`src/rtl/qam_symbol_packer.sv`:
```
// rtl/qam_symbol_packer.sv - packs 2-bit QAM symbols into framed Avalon-ST words
// One symbol per clock in, one registered word out; backpressure stalls the sink.
module qam_symbol_packer #(
  parameter int SYMS_PER_WORD = 4,
  parameter int EW            = 2
) (
  input  logic                         clock_clk,
  input  logic                         reset_reset_n,
  input  logic [1:0]                   asi_in0_data,
  input  logic                         asi_in0_valid,
  output logic                         asi_in0_ready,
  input  logic                         asi_in0_startofpacket,
  input  logic                         asi_in0_endofpacket,
  output logic [2*SYMS_PER_WORD-1:0]   aso_out0_data,
  output logic                         aso_out0_valid,
  input  logic                         aso_out0_ready,
  output logic                         aso_out0_startofpacket,
  output logic                         aso_out0_endofpacket,
  output logic [EW-1:0]                aso_out0_empty,
  output logic                         err_sop_drop
);

  localparam int W = 2 * SYMS_PER_WORD;
  localparam logic [0:0] ST_IDLE = 1'b0;
  localparam logic [0:0] ST_PACK = 1'b1;
  localparam logic [EW-1:0] LAST_SLOT = EW'(SYMS_PER_WORD - 1);

  logic [0:0]    state_q, state_d;
  logic [W-1:0]  acc_q, acc_d;
  logic [EW-1:0] cnt_q, cnt_d;
  logic          sop_pending_q, sop_pending_d;
  logic [W-1:0]  hold_data_q, hold_data_d;
  logic          hold_valid_q, hold_valid_d;
  logic          hold_sop_q, hold_sop_d;
  logic          hold_eop_q, hold_eop_d;
  logic [EW-1:0] hold_empty_q, hold_empty_d;
  logic          err_q, err_d;

  logic          accept;
  logic          take;
  logic          done;
  logic [EW-1:0] slot;
  logic [W-1:0]  merged;

  assign asi_in0_ready = !hold_valid_q || aso_out0_ready;

  always_comb begin
    accept = asi_in0_valid && asi_in0_ready;
    // Outside a packet only a sop symbol is worth keeping.
    take   = accept && ((state_q == ST_PACK) || asi_in0_startofpacket);
    slot   = asi_in0_startofpacket ? '0 : cnt_q;
    merged = asi_in0_startofpacket ? '0 : acc_q;
    for (int i = 0; i < SYMS_PER_WORD; i++) begin
      if (slot == EW'(i)) begin
        merged[W-1-2*i -: 2] = asi_in0_data;
      end
    end
    done = asi_in0_endofpacket || (slot == LAST_SLOT);

    state_d       = state_q;
    acc_d         = acc_q;
    cnt_d         = cnt_q;
    sop_pending_d = sop_pending_q;
    hold_data_d   = hold_data_q;
    hold_valid_d  = hold_valid_q;
    hold_sop_d    = hold_sop_q;
    hold_eop_d    = hold_eop_q;
    hold_empty_d  = hold_empty_q;
    err_d         = 1'b0;

    if (hold_valid_q && aso_out0_ready) begin
      hold_valid_d = 1'b0;
    end

    if (take) begin
      if (asi_in0_startofpacket && (state_q == ST_PACK) && (cnt_q != '0)) begin
        err_d = 1'b1;
      end
      if (done) begin
        // acc is kept zero beyond cnt, so unfilled slots come out as padding.
        hold_data_d   = merged;
        hold_valid_d  = 1'b1;
        hold_sop_d    = asi_in0_startofpacket || sop_pending_q;
        hold_eop_d    = asi_in0_endofpacket;
        hold_empty_d  = asi_in0_endofpacket ? (LAST_SLOT - slot) : '0;
        sop_pending_d = 1'b0;
        acc_d         = '0;
        cnt_d         = '0;
        state_d       = asi_in0_endofpacket ? ST_IDLE : ST_PACK;
      end else begin
        acc_d         = merged;
        cnt_d         = slot + EW'(1);
        sop_pending_d = asi_in0_startofpacket || sop_pending_q;
        state_d       = ST_PACK;
      end
    end
  end

  always_ff @(posedge clock_clk or negedge reset_reset_n) begin
    if (!reset_reset_n) begin
      state_q       <= ST_IDLE;
      acc_q         <= '0;
      cnt_q         <= '0;
      sop_pending_q <= 1'b0;
      hold_data_q   <= '0;
      hold_valid_q  <= 1'b0;
      hold_sop_q    <= 1'b0;
      hold_eop_q    <= 1'b0;
      hold_empty_q  <= '0;
      err_q         <= 1'b0;
    end else begin
      state_q       <= state_d;
      acc_q         <= acc_d;
      cnt_q         <= cnt_d;
      sop_pending_q <= sop_pending_d;
      hold_data_q   <= hold_data_d;
      hold_valid_q  <= hold_valid_d;
      hold_sop_q    <= hold_sop_d;
      hold_eop_q    <= hold_eop_d;
      hold_empty_q  <= hold_empty_d;
      err_q         <= err_d;
    end
  end

  assign aso_out0_data          = hold_data_q;
  assign aso_out0_valid         = hold_valid_q;
  assign aso_out0_startofpacket = hold_sop_q;
  assign aso_out0_endofpacket   = hold_eop_q;
  assign aso_out0_empty         = hold_empty_q;
  assign err_sop_drop           = err_q;

endmodule
```
`config.mk`:
```
export PLATFORM = sky130hd
export DESIGN_NAME = qam_symbol_packer
export DESIGN_NICKNAME = d
export VERILOG_FILES = /design/src/rtl/qam_symbol_packer.sv
export SDC_FILE = /design/constraint.sdc
export NUM_CORES = 1
export LEC_CHECK = 0
export BUFFER_PORTS_ARGS = -buffer_cell sky130_fd_sc_hd__buf_2
export CORE_UTILIZATION = 55
export DETAILED_ROUTE_END_ITERATION = 12
export PLACE_DENSITY = 0.88
export SLEW_MARGIN = 20
export SYNTH_ARGS = -nofsm -noshare
export SYNTH_HDL_FRONTEND = slang
export SYNTH_SLANG_ARGS = --single-unit
export TNS_END_PERCENT = 20
```
`constraint.sdc`:
```
create_clock -name clock_clk -period 3.8 [get_ports clock_clk]
set_input_delay 0.95 -clock clock_clk [delete_from_list [all_inputs] [get_ports clock_clk]]
set_output_delay 0.95 -clock clock_clk [all_outputs]
set_load 0.02 [all_outputs]
```
* Yosys cells after proc, flatten, opt, wreduce, memory -nomap -nowiden
Cells that the tools add are included.
** Operators by class
- $add $sub $neg :: 2
- Order comparisons :: 0
- Reductions and logical operators :: 13
- Equal/unequal tests :: 3
- Bitwise operators :: 0
- Muxes and demuxes :: 17
- Div/mod/pow operators :: 0
- Shift operators :: 0
- Multipliers :: 0
** Operators with widths (number)
- $mux 8 :: 2
- $mux 2 :: 7
- $mux 1 :: 8
- $logic_and 1x1->1 :: 5
- $eq 2x2->1 const B :: 2
- $logic_or 1x1->1 :: 4
- $add 2x1->2 const B :: 1
- $eq 2x1->1 const B :: 1
- $logic_not 2->1 :: 1
- $reduce_and 2->1 :: 1
- $reduce_bool 2->1 :: 1
- $sub 2x2->2 const A :: 1
- $logic_not 1->1 :: 1
** Word-level totals
- Logic and storage cells :: 45
- Latch bits :: 0
- Output and inout port bits :: 15
- Bits in registers :: 26
- Memory bits (read-only) :: 0
- Memory bits (writable) :: 0
- Memories kept :: 0

* Logic depth before layout (Yosys ltp)
- Depth in word-level cells :: 5
- Gate-level depth with buffers :: 6

* Least setup slack after synthesis
OpenSTA, ideal clock, no wires.
- Path type :: input to output
- Start :: in aso_out0_ready
- End :: out asi_in0_ready
- Path buffers :: 1
- Slack :: 1.599 ns
- Required time :: 2.850 ns
- Arrival time :: 1.251 ns
- Stages :: 2
- Path through :: nand2b_1 > buf_2
** On the way
- Word-level cells in the longest chain between the ends :: 1
** RTL lines
- start: declaration :: RTL line 16 : input logic aso_out0_ready,
- $logic_or 1x1->1 :: RTL line 45 : assign asi_in0_ready = !hold_valid_q || aso_out0_ready;
- end: declaration :: RTL line 11 : output logic asi_in0_ready,
Every way passes these cells.

* Worst setup path after layout
Same ends and word-level chain as after synthesis.

==> flow_summary.toml <==
[die]
die_area_um2 = 2266
placementRows = 16
die_w_um = 47.60
initial_utilization_pct = 58.29
core_um2 = 1962
io_pins = 23
die_height_um = 47.60

[worst_setup_path]
r2r_end = "aso_out0_data[5]"
ff2ff_path_depth = 3
path_delay_family = "buffers and inverters"
path_max_fanout = 7
slowest_stage = "nand2b_1"
critPathBufInv = 2
worstSetupPathType = "primary input to output pin"
startpoint = "aso_out0_ready"
max_stage_delay_ns = 0.27
startpoint_type = "primary input"
cp.required_ns = 2.85
path_cells = "buf_2 > nand2b_1 > buf_2"
cp_common_cell = "buf_2"
cp.depth = 3
critPathArrivalTime_ns = 1.55
setup.worst_path.end = "asi_in0_ready"
ff2ff_setup_slack_ns = 2.11
reg2reg_from = "cnt_q[1]"
cp-end-kind = "output pin"

[clock_tree]
cts_tree = "built"
clock_path_buffers = 2
cts_sinks = 26
post_cts_resized = 0
htreeDepth = 1
ctsHoldBuffers = 0
clk_latency_ns = 0.32
clk_pin_slew_ns = 0.14
cts_setup_buffers = 0
cts_root_buf = "clkbuf_4"
numCtsBuffers = 3

[sta]
min_period_ns = 2.495
report.final.slew_viol_count = 0
rsz0062_at_grt = "false"
layout_setup_ws_ns = 1.305
holdWs_ns = 0.4894
setup-tns-final_ns = 0
finalSetupViolations = 0
period_share_pct = 65.67
finalHoldViolations = 0
clock_skew_ns = 0.006118
tightest_slew_ns = 0.5497
max_freq_ghz = 0.4007
slew_headroom_pct = 63.35

[synth]
yosys-top-cells-count = "dfrtp_1 (26), nand2_1 (15), o21ai_0 (9)"
synth_flop_cell = "dfrtp_1"
synth_edf_count = 0
synth_warnings = 0
synth_area_leaders = "dfrtp_1 (57%), mux2i_1 (7.0%), nand2_1 (4.9%), o21ai_0 (3.9%), mux2_2 (3.9%)"
synth_nets = 108
yosysUniqueCellTypes = 25
synth_area_um2 = 1144
ys_ff_latch = 26
yosysMostFrequentCell = "dfrtp_1"
synth.avg_cell_area_um2 = 11.44
synth_top_area_share_pct = 56.89
ys_seq_area_share_pct = 56.89
synthArstFlopShare_pct = 100.0
synth_cells = 100
post-synth-top-area-cell = "dfrtp_1"

[pwr]
p_seq_share_pct = 52.2
p_leak_nw = 0.6968
p_int_mw = 0.4559
powerDensity_nw_per_um2 = 525.6
pwr-share-clk_pct = 20.2
switchingPower_mw = 0.2267
power_mw = 0.6826
vdd_drop_max_v = 0.0002939
swShare_pct = 33.21
pwr-share-comb_pct = 27.5

[grt]
grt_max_degree = 27
grt_usage_pct = 19.75
grt_pass1_wl_mm = 3.049
gr-total-overflow = 0
grt_pass1_vias = 710
antenna_found_initial = 0

[final_layout]
nets = 131
design_area_um2 = 1299
fin_cells = 149
antenna_cells = 0
post-route-util_pct = 66.20
syn_to_final_growth_pct = 13.57
drive_above_1_share_pct = 27.05

[drt]
drt_iter0_markers = 18
viasPerCell = 5.557
drtPass1Iterations = 4
drt_wl_total_mm = 2.020
wire_per_inst_um = 13.56
ant_nets = 0
drcViolationCount = 0
vias = 828

[placement]
port_buffers = 22
post-place-ws_ns = 1.313
gp_congestion = 0.7641
dp_cells = 145
postPlaceCellArea_um2 = 1262
dp_hpwl_mm = 1.436

[flow_run]
maxCapViolCount = 0

[hold_path]
hp-class = "flip-flop to flip-flop"

[status]
status = "finished, final reports clean"
==> flip-flops by register name (all words and copies together), names as in the netlist, 2 cells and up <==
signal,count
aso_out0_empty,2
cnt_q,2
aso_out0_data,8
acc_q,8
==> layout make-up <==
type | instances | area (um2)
flip-flops and latches | 26 | 650.6
repair buffers | 22 | 110.1
fillers | 168 | 663.1
well taps | 27 | 33.78
clock buffers | 4 | 36.28
multi-input cells | 70 | 467.9
==> worst min path at each step <==
stage	startpoint	end	slack [ns]	cells past startpoint
4_1_cts	aso_out0_data[0]	aso_out0_data[0]	0.49	2
3_3_place_gp	aso_out0_startofpacket	aso_out0_startofpacket	0.46	2
3_5_place_dp	aso_out0_data[0]	aso_out0_data[0]	0.46	2
2_1_floorplan	acc_q[6]	acc_q[6]	0.45	2
5_1_grt	aso_out0_data[0]	aso_out0_data[0]	0.53	2
6_report	aso_out0_data[0]	aso_out0_data[0]	0.49	2
==> cells in the final DEF (no fill, tap or decap) <==
cell type	count
a21oi_1	1
a22o_1	5
and3_1	1
and3b_1	1
buf_2	22
clkbuf_4	3
clkbuf_8	1
dfrtp_1	26
mux2_2	4
mux2i_1	8
nand2_1	15
nand2_2	1
nand2b_1	3
nand3_1	2
nor2_1	6
nor2b_1	4
nor3_1	1
o211a_1	1
o211ai_4	1
o21a_1	1
o21a_4	1
o21ai_0	9
o21bai_1	1
o31ai_1	3
or3_1	1
==> power groups by stage <==
stage	Clock [mW]	Sequential (mW)	Combinational, mW
2_1_floorplan	0	0.395	0.0966
3_3_place_gp	0	0.361	0.183
3_5_place_dp	0	0.363	0.189
4_1_cts	0.142	0.357	0.190
5_1_grt	0.154	0.365	0.207
6_report	0.138	0.357	0.188
==> cell families (layout without fill, tap and decap cells) <==
kind of cell	after synthesis	count (layout)	synth area share, %
simple gates	35	35	14.44
buf+inv	4	26	2.188
mux	12	12	10.94
compound gates	23	23	15.54
flops	26	26	56.89
==> worst min-delay path, delay by kind of cell, from the launching register on <==
family,cells,cell delay (ns)
flip-flops,1,0.37
AND/OR/NAND/NOR,1,0.05
AO/OA/AOI/OAI,1,0.05
==> layer usage <==
metal	vias up	GRT usage [%]	wire length [um]
li1	394	-	-
met1	408	25.79	918
met2	24	32.60	997
met3	2	2.264	96
met4	0	10.00	8
met5	-	0	0
Note: power is estimated with default switching activity, not from simulation.
